**src/rtl/cu_clock_pkg.sv**
```systemverilog
// Shared types and 100 MHz timing defaults for the clock's time-setting path.
package cu_clock_pkg;

  localparam int CLK_HZ = 100_000_000;

  // 20 ms debounce, 500 ms hold-to-repeat, 100 ms repeat period
  localparam int DEFAULT_DEBOUNCE_CYC = CLK_HZ / 50;
  localparam int DEFAULT_HOLD_CYC     = CLK_HZ / 2;
  localparam int DEFAULT_REPEAT_CYC   = CLK_HZ / 10;

  typedef enum logic [1:0] {
    IDLE   = 2'd0,
    DELAY  = 2'd1,
    REPEAT = 2'd2
  } btn_fsm_t;

endpackage

```
**src/rtl/btn_debounce.sv**
```systemverilog
// One-bit synchroniser and debouncer; level_o changes after DEBOUNCE_CYC consecutive
// disagreeing samples. Latency raw->level is DEBOUNCE_CYC+2 edges; no backpressure.
module btn_debounce #(
  parameter int DEBOUNCE_CYC = 4
) (
  input  logic clk_i,
  input  logic rst_ni,
  input  logic raw_i,
  output logic level_o
);

  localparam int CNT_W = (DEBOUNCE_CYC > 1) ? $clog2(DEBOUNCE_CYC) : 1;
  localparam logic [CNT_W-1:0] CNT_MAX = CNT_W'(DEBOUNCE_CYC - 1);

  logic [1:0]       sync_q;
  logic [CNT_W-1:0] cnt_q, cnt_d;
  logic             level_q, level_d;
  logic             s;

  assign s       = sync_q[1];
  assign level_o = level_q;

  always_comb begin
    cnt_d   = '0;
    level_d = level_q;
    if (s != level_q) begin
      if (cnt_q == CNT_MAX) begin
        level_d = ~level_q;
      end else begin
        cnt_d = cnt_q + CNT_W'(1);
      end
    end
  end

  always_ff @(posedge clk_i or negedge rst_ni) begin
    if (!rst_ni) begin
      sync_q  <= '0;
      cnt_q   <= '0;
      level_q <= 1'b0;
    end else begin
      sync_q  <= {sync_q[0], raw_i};
      cnt_q   <= cnt_d;
      level_q <= level_d;
    end
  end

endmodule

```
**src/rtl/set_button_ctrl.sv**
```systemverilog
// Debounced set buttons producing one-cycle increment pulses with hold-to-auto-repeat.
// Press to first pulse is DEBOUNCE_CYC+3 edges; outputs are free-running, no backpressure.
module set_button_ctrl
  import cu_clock_pkg::*;
#(
  parameter int N_BTN        = 2,
  parameter int DEBOUNCE_CYC = DEFAULT_DEBOUNCE_CYC,
  parameter int HOLD_CYC     = DEFAULT_HOLD_CYC,
  parameter int REPEAT_CYC   = DEFAULT_REPEAT_CYC
) (
  input  logic             cu_clk,
  input  logic             btn_reset,
  input  logic [N_BTN-1:0] btn_raw,
  input  logic             set_en,
  output logic [N_BTN-1:0] inc_pulse,
  output logic [N_BTN-1:0] btn_level
);

  localparam int TMR_MAX = (HOLD_CYC > REPEAT_CYC) ? HOLD_CYC : REPEAT_CYC;
  localparam int TMR_W   = (TMR_MAX > 1) ? $clog2(TMR_MAX) : 1;
  localparam logic [TMR_W-1:0] HOLD_LD   = TMR_W'(HOLD_CYC - 1);
  localparam logic [TMR_W-1:0] REPEAT_LD = TMR_W'(REPEAT_CYC - 1);

  logic [N_BTN-1:0] level_w;

  assign btn_level = level_w;

  for (genvar i = 0; i < N_BTN; i++) begin : g_btn
    btn_fsm_t         state_q, state_d;
    logic [TMR_W-1:0] tmr_q, tmr_d;
    logic             lvl_prev_q;
    logic             pulse_q, pulse_d;
    logic             rise;

    btn_debounce #(
      .DEBOUNCE_CYC (DEBOUNCE_CYC)
    ) u_deb (
      .clk_i   (cu_clk),
      .rst_ni  (btn_reset),
      .raw_i   (btn_raw[i]),
      .level_o (level_w[i])
    );

    assign rise         = level_w[i] & ~lvl_prev_q;
    assign inc_pulse[i] = pulse_q;

    // Release and mode-off both win over a timer expiry in the same cycle
    always_comb begin
      state_d = state_q;
      tmr_d   = tmr_q;
      pulse_d = 1'b0;
      if (!set_en) begin
        state_d = IDLE;
        tmr_d   = '0;
      end else begin
        case (state_q)
          IDLE: begin
            if (rise) begin
              state_d = DELAY;
              tmr_d   = HOLD_LD;
              pulse_d = 1'b1;
            end
          end
          DELAY, REPEAT: begin
            if (!level_w[i]) begin
              state_d = IDLE;
              tmr_d   = '0;
            end else if (tmr_q == '0) begin
              state_d = REPEAT;
              tmr_d   = REPEAT_LD;
              pulse_d = 1'b1;
            end else begin
              tmr_d = tmr_q - TMR_W'(1);
            end
          end
          default: begin
            state_d = IDLE;
            tmr_d   = '0;
          end
        endcase
      end
    end

    always_ff @(posedge cu_clk or negedge btn_reset) begin
      if (!btn_reset) begin
        state_q    <= IDLE;
        tmr_q      <= '0;
        lvl_prev_q <= 1'b0;
        pulse_q    <= 1'b0;
      end else begin
        state_q    <= state_d;
        tmr_q      <= tmr_d;
        lvl_prev_q <= level_w[i];
        pulse_q    <= pulse_d;
      end
    end
  end

endmodule

```
**config.mk**
```make
export PLATFORM = sky130hd
export DESIGN_NAME = set_button_ctrl
export DESIGN_NICKNAME = d
export VERILOG_FILES = /design/src/rtl/cu_clock_pkg.sv /design/src/rtl/btn_debounce.sv /design/src/rtl/set_button_ctrl.sv
export SDC_FILE = /design/constraint.sdc
export NUM_CORES = 1
export LEC_CHECK = 0
export CORE_MARGIN = 3
export CORE_UTILIZATION = 68
export DETAILED_ROUTE_END_ITERATION = 6
export PLACE_DENSITY = 0.86
export SLEW_MARGIN = 10
export SYNTH_ARGS = -nofsm -noshare
export SYNTH_HDL_FRONTEND = slang
export SYNTH_HIERARCHICAL = 1
export SYNTH_SLANG_ARGS = --single-unit
export TNS_END_PERCENT = 1
```
**constraint.sdc**
```tcl
create_clock -name cu_clk -period 5.85 [get_ports cu_clk]
set_clock_uncertainty 0.15 [all_clocks]
set_input_delay 1.755 -clock cu_clk [delete_from_list [all_inputs] [get_ports cu_clk]]
set_output_delay 1.755 -clock cu_clk [all_outputs]
set_load 0.01 [all_outputs]
```
==> flow_metrics.env, run 1 <==
export IMPL_combPwrFrac_pct=11.8
export IMPL_cp_top_family="simple AND/OR/NAND/NOR gates"
export IMPL_multiInputGateArea_um2=3080
export IMPL_antenna_found_initial=0
export IMPL_cp_required_ps=5940
export IMPL_ios=9
export IMPL_cp_max_fo=16
export IMPL_cts_tree="built"
export IMPL_arrival_ps=4630
export IMPL_grt_pass1_vias=4917
export IMPL_place_inst=733
export IMPL_hold_class="reg2reg"
export IMPL_track_usage_pct=27.4
export IMPL_cts_clk_slew_worst_paths_ps=110
export IMPL_start_util_pct=71.7
export IMPL_numCtsBuffers=9
export IMPL_regArea_um2=2700
export IMPL_die_area_um2=10000
export IMPL_max_stage_delay_ps=730
export IMPL_timing_setup_tns_ps=0
export IMPL_dr_pass1_iters=5
export IMPL_ant_nets=0
export IMPL_ys_async_sr_fraction_pct=100
export IMPL_final_area_um2=6300
export IMPL_clock_fmax_mhz=220
export IMPL_clockBufferDepth=2
export IMPL_cts_root_buf="clkbuf_8"
export IMPL_synth_avg_cell_area_um2=9.37
export IMPL_cts_hold_buf=0
export IMPL_crit_slowest_cell="nor2_1"
export IMPL_first_iter_violations=452
export IMPL_power_density_nw_per_um2=226
export IMPL_worst_ir_drop_vdd_mv=0.154
export IMPL_grt_ovfl_total=0
export IMPL_syn_to_final_growth_pct=4.83
export IMPL_netlist_instances=641
export IMPL_yosysWarningCount=6
export IMPL_layout_common_cells="dfrtp_1, nor2_1, nand2_1, o21ai_0, nand3_1"
export IMPL_wl_um=13100
export IMPL_status="complete, no violations"
export IMPL_core_area_um2=8380
export IMPL_place_area_um2=6090
export IMPL_p_sw_share_pct=28.2
export IMPL_crit_chain="clkdlybuf4s50_1, nand4b_1, nor2_1, a31oi_1, o311ai_0"
export IMPL_vias=5103
export IMPL_drc=0
export IMPL_crit_path_start_kind="primary input"
export IMPL_antenna_cells=0
export IMPL_hold_ws_ps=214
export IMPL_htree_levels=3
export IMPL_die_w_um=100
export IMPL_worst_path_buf_inv=1
export IMPL_dp_hpwl_um=9060
export IMPL_synthFlopType="dfrtp_1"
export IMPL_final_max_slew_viol_count=0
export IMPL_cts_sinks=108
export IMPL_seqPwrFrac_pct=55.2
export IMPL_insertion_delay_ps=360
export IMPL_final_common_cell="dfrtp_1"
export IMPL_finalPower_mw=1.43
export IMPL_rsz0062_at_grt="no"
export IMPL_worstSetupPathType="in2reg"
export IMPL_synth_top_area_share_pct=45.0
export IMPL_wl_per_cell_um=17.6
export IMPL_fin_cells=749
export IMPL_yosysTopAreaCell="dfrtp_1"
export IMPL_fill_cells=617
export IMPL_p_leak_nw=2.70
export IMPL_yosysUniqueCellTypes=74
export IMPL_num_rows=33
export IMPL_r2r_slack_ps=2630
export IMPL_grt_pass1_wl_um=22400
export IMPL_nets=652
export IMPL_post_cts_setup_buffers=0
export IMPL_cp_end_kind="flop"
export IMPL_grt_max_degree=75
export IMPL_syn_area_um2=6010
export IMPL_drive_above_1_share_pct=8.70
export IMPL_relSlewSlack_pct=20.5
export IMPL_ys_seq_area_share_pct=45.0
export IMPL_p_switching_uw=401
export IMPL_ys_ff_latch=108
export IMPL_finalCriticalPeriod_ps=4540
export IMPL_intPower_mw=1.02
export IMPL_netlist_top_cells_area="dfrtp_1, o21ai_0, nor2_1, nand3_1, nand2_1"
export IMPL_cts_resized=0
export IMPL_setup_viol=0
export IMPL_synth_fp_nets=654
export IMPL_min_period_over_period_pct=77.5
export IMPL_portBuffers=8
export IMPL_maxCapViolCount=0
export IMPL_finalHoldViolCount=0
export IMPL_viasPerCell=6.81
export IMPL_worst_pin_slew_ps=1190
export IMPL_synth_edf_count=0
export IMPL_p_clk_share_pct=33.0
export IMPL_die_h_um=100
export IMPL_gp_congestion=0.970
cells in the mapped netlist (all sizes together), types with 4 or more instances:
master	instances
o211ai	7
and3	7
or4b	5
o31ai	4
nor3	24
inv	21
or2	6
dfrtp	108
nand4	15
nand2b	5
nor2	58
o21ai	45
or4	9
clkbuf	12
buf	11
a21o	5
nand3	41
and2	11
xnor2	13
a31oi	19
or3	20
xor2	13
a21oi	37
o311ai	15
nand4b	4
nor4	18
and4	9
nand2	50
ha	8
per-stage QoR:
stage / worst slack [ps] / utilization (%)
global placement: 1260 / 72.7
global route: 1200 / 75.1
detailed placement: 1170 / 72.7
finish: 1310 / 75.1
floorplan: 2530 / -
CTS: 1520 / 75.1
metal layers:
layer,track usage (%),share of wire (%)
met1,38.0,44
met2,43.6,48
met3,6.05,6.9
met4,8.39,1.5
met5,0,0
cell families (layout without fill, tap and decap cells):
family	after synthesis	in the layout	share of synthesized area, %
and+or+nand+nor	292	292	27.7
AOI/OAI and AO/OA	158	158	17.3
DFF	108	108	45.0
buffers and inverters	44	47	3.65
xor gates and xnor gates	26	26	3.79
adders and majority gates	8	8	1.67
muxes	5	5	0.875
power groups by stage:
| stage | clock network (mW) | logic, mW | registers (mW) |
|---|---|---|---|
| after floorplan | 0 | 0.123 | 0.795 |
| after global placement | 0 | 0.160 | 0.799 |
| after detailed placement | 0 | 0.164 | 0.800 |
| after CTS | 0.483 | 0.165 | 0.786 |
| after global routing | 0.506 | 0.186 | 0.790 |
| final | 0.471 | 0.168 | 0.787 |
registers in the layout (all words and copies together), names as in the netlist:
| name | count |
|---|---|
| g_btn.tmr_q | 52 |
| g_btn.state_q | 4 |
| g_btn.u_deb/cnt_q | 42 |
| g_btn.pulse_q | 2 |
| g_btn.lvl_prev_q | 2 |
| g_btn.u_deb/level_o | 2 |
| g_btn.u_deb/sync_q | 4 |
final cells by class:
class,count,share of cell area [%]
multi-input cells,489,49.0
clock buffers,9,1.97
clock inverters,7,1.31
well taps,105,2.09
flip-flops and latches,108,42.9
repair buffers,10,1.47
inverters,21,1.25
worst paths after layout:
kind                                                from                        to  cells after the start
worst max register to register       g_btn[0].state_q[1]         g_btn[0].tmr_q[3]                      6
worst min register to register  g_btn[1].u_deb/sync_q[0]  g_btn[1].u_deb/sync_q[1]                      0
worst max-delay path                              set_en         g_btn[0].tmr_q[3]                      5
max in group asynchronous                      btn_reset  g_btn[0].u_deb/cnt_q[12]                      2
worst min-delay path            g_btn[1].u_deb/sync_q[0]  g_btn[1].u_deb/sync_q[1]                      0
min in group asynchronous                      btn_reset        g_btn[1].tmr_q[13]                      1
No activity file was read; power rests on OpenSTA's default activity.
==> inputs of run 2 (changes only) <==
--- a/config.mk
+++ b/config.mk
@@ -6,9 +6,9 @@
 export NUM_CORES = 1
 export LEC_CHECK = 0
 export CORE_MARGIN = 3
-export CORE_UTILIZATION = 68
+export CORE_UTILIZATION = 63
 export DETAILED_ROUTE_END_ITERATION = 6
-export PLACE_DENSITY = 0.86
+export PLACE_DENSITY = 0.8
 export SLEW_MARGIN = 10
 export SYNTH_ARGS = -nofsm -noshare
 export SYNTH_HDL_FRONTEND = slang
==> constraint.sdc (replaced) <==
create_clock -name cu_clk -period 4.75 [get_ports cu_clk]
set_clock_uncertainty 0.15 [all_clocks]
set_input_delay 1.425 -clock cu_clk [delete_from_list [all_inputs] [get_ports cu_clk]]
set_output_delay 1.425 -clock cu_clk [all_outputs]
set_load 0.01 [all_outputs]
==> run 2 against run 1 <==
Non-clock buffer count is 4 higher. Combinational power is 23% higher. Power is 19% higher. Count of clock-buffer cells in the layout is 1 higher. Cell area is 0.74% higher. Global-route usage is 2.5 points lower. Critical path type unchanged. Largest cell class unchanged. Largest power group unchanged.
==> flow_metrics.env, run 2 (synthesized netlist as in run 1, its figures left out) <==
export IMPL_clockBufferDepth=2
export IMPL_cpMostUsedCell="buf_4"
export IMPL_post_cts_setup_buffers=0
export IMPL_ios=9
export IMPL_grt_pass1_wl_um=22500
export IMPL_met1_usage_pct=35.0
export IMPL_arrival_ps=3710
export IMPL_seqPwrFrac_pct=56.9
export IMPL_fin_cells=774
export IMPL_min_period_over_period_pct=77.4
export IMPL_finalCriticalPeriod_ps=3680
export IMPL_antenna_found_initial=0
export IMPL_power_density_nw_per_um2=268
export IMPL_finalHoldViolCount=0
export IMPL_met2_usage_pct=38.7
export IMPL_status="complete, no violations"
export IMPL_gr_max_usage_layer="met2"
export IMPL_intPower_mw=1.22
export IMPL_syn_to_final_growth_pct=5.60
export IMPL_largest_reg_flops=52
export IMPL_final_max_slew_viol_count=0
export IMPL_cp_max_fo=16
export IMPL_crit_chain="clkdlybuf4s50_1, nand4b_1, buf_4, nor2_1, buf_4, a31oi_1, o311ai_0"
export IMPL_regMostFlops="g_btn.tmr_q"
export IMPL_setup_viol=0
export IMPL_maxCapViolCount=0
export IMPL_core_area_um2=8980
export IMPL_cts_root_buf="clkbuf_8"
export IMPL_max_stage_delay_ps=740
export IMPL_finalPower_mw=1.70
export IMPL_place_inst=758
export IMPL_dp_hpwl_um=8930
export IMPL_first_iter_violations=368
export IMPL_crit_slowest_cell="a31oi_1"
export IMPL_num_rows=34
export IMPL_cts_clk_slew_worst_paths_ps=100
export IMPL_dpl_worst_slack_ps=661
export IMPL_cts_tree="built"
export IMPL_final_common_cell="dfrtp_1"
export IMPL_vias=5024
export IMPL_met3_usage_pct=4.66
export IMPL_cts_sinks=108
export IMPL_combPwrFrac_pct=12.1
export IMPL_numCtsBuffers=9
export IMPL_cp_end_kind="flop"
export IMPL_cts_resized=0
export IMPL_ant_nets=0
export IMPL_wl_per_cell_um=16.6
export IMPL_p_sw_share_pct=28.3
export IMPL_die_w_um=104
export IMPL_viasPerCell=6.49
export IMPL_start_util_pct=66.9
export IMPL_hold_class="reg2reg"
export IMPL_timing_setup_tns_ps=0
export IMPL_die_area_um2=10700
export IMPL_grt_pass1_vias=4889
export IMPL_rsz0062_at_grt="no"
export IMPL_htree_levels=3
export IMPL_track_usage_pct=24.9
export IMPL_portBuffers=8
export IMPL_fill_cells=695
export IMPL_grt_max_degree=56
export IMPL_cp_required_ps=4780
export IMPL_reg_top3="g_btn.tmr_q (52), g_btn.u_deb/cnt_q (42)"
export IMPL_dr_pass1_iters=5
export IMPL_postLayoutSetupSlackWorst_ps=1070
export IMPL_worst_pin_slew_ps=1050
export IMPL_final_core_util_pct=70.7
export IMPL_insertion_delay_ps=380
export IMPL_gp_congestion=0.904
export IMPL_layout_common_cells="dfrtp_1, nor2_1, nand2_1, o21ai_0, nand3_1"
export IMPL_drc=0
export IMPL_grt_ovfl_total=0
export IMPL_wl_um=12800
export IMPL_die_h_um=104
export IMPL_drive_above_1_share_pct=9.26
export IMPL_worstSetupPathType="in2reg"
export IMPL_crit_path_start_kind="primary input"
export IMPL_cts_hold_buf=0
export IMPL_p_leak_nw=2.71
export IMPL_nets=656
export IMPL_p_clk_share_pct=31.0
export IMPL_p_switching_uw=482
export IMPL_relSlewSlack_pct=29.5
export IMPL_clock_fmax_mhz=272
export IMPL_antenna_cells=0
export IMPL_worst_ir_drop_vdd_mv=0.219
-- run 2: cell types whose count changed in the layout (fill, tap and decap cells not counted) --
| cell | previous run | this run |
|---|---|---|
| buf_12 | 0 | 1 |
| inv_8 | 2 | 1 |
| clkbuf_8 | 9 | 10 |
| clkinv_2 | 1 | 2 |
| buf_4 | 3 | 6 |
| bufinv_16 | 1 | 0 |
-- run 2: cell type report --
| cell class | count | area (um2) | share of cell area (%) |
|---|---|---|---|
| clock inverter | 6 | 46.3 | 0.730 |
| multi-input combinational | 489 | 3080 | 48.6 |
| tap | 126 | 158 | 2.49 |
| sequential | 108 | 2700 | 42.6 |
| inverter | 21 | 78.8 | 1.24 |
| clock buffer | 10 | 138 | 2.17 |
| timing repair buffer | 14 | 135 | 2.13 |
-- run 2: power groups by stage --
stage               registers, mW  clock network (mW)  logic [mW]
floorplan                   0.979                   0       0.152
global placement            0.984                   0       0.197
detailed placement          0.986                   0       0.204
CTS                         0.968               0.544       0.204
global route                0.974               0.576       0.231
finish                      0.969               0.527       0.206
-- run 2: stage by stage --
stage                     area [um2]  hold slack, ps
after global placement          6160             184
after floorplan                 6010             181
after CTS                       6340             210
after global routing            6340             228
final                           6340             208
after detailed placement        6160             186
-- run 2: worst paths after layout --
path	startpoint	end	slack, ps	cells past startpoint
min	g_btn[1].u_deb/sync_q[0]	g_btn[1].u_deb/sync_q[1]	210	0
max	set_en	g_btn[0].tmr_q[20]	1070	7
min in group asynchronous	btn_reset	g_btn[1].tmr_q[9]	910	1
max in group asynchronous	btn_reset	g_btn[0].tmr_q[23]	2810	2
max reg2reg	g_btn[1].tmr_q[0]	g_btn[1].tmr_q[3]	1880	7
min reg2reg	g_btn[1].u_deb/sync_q[0]	g_btn[1].u_deb/sync_q[1]	210	0
-- run 2: per-layer routing --
metal  vias to the layer above  share of wire, %
met5                         -                 0
met4                         0               1.3
met3                        18               6.4
met2                       187                46
met1                      2408                47
li1                       2411                 -
-- run 2: critical path: cells and delay by family --
family | cells | cell delay, ps
AOI/OAI and AO/OA | 2 | 1010
buffers and inverters | 3 | 1000
and+or+nand+nor | 2 | 260
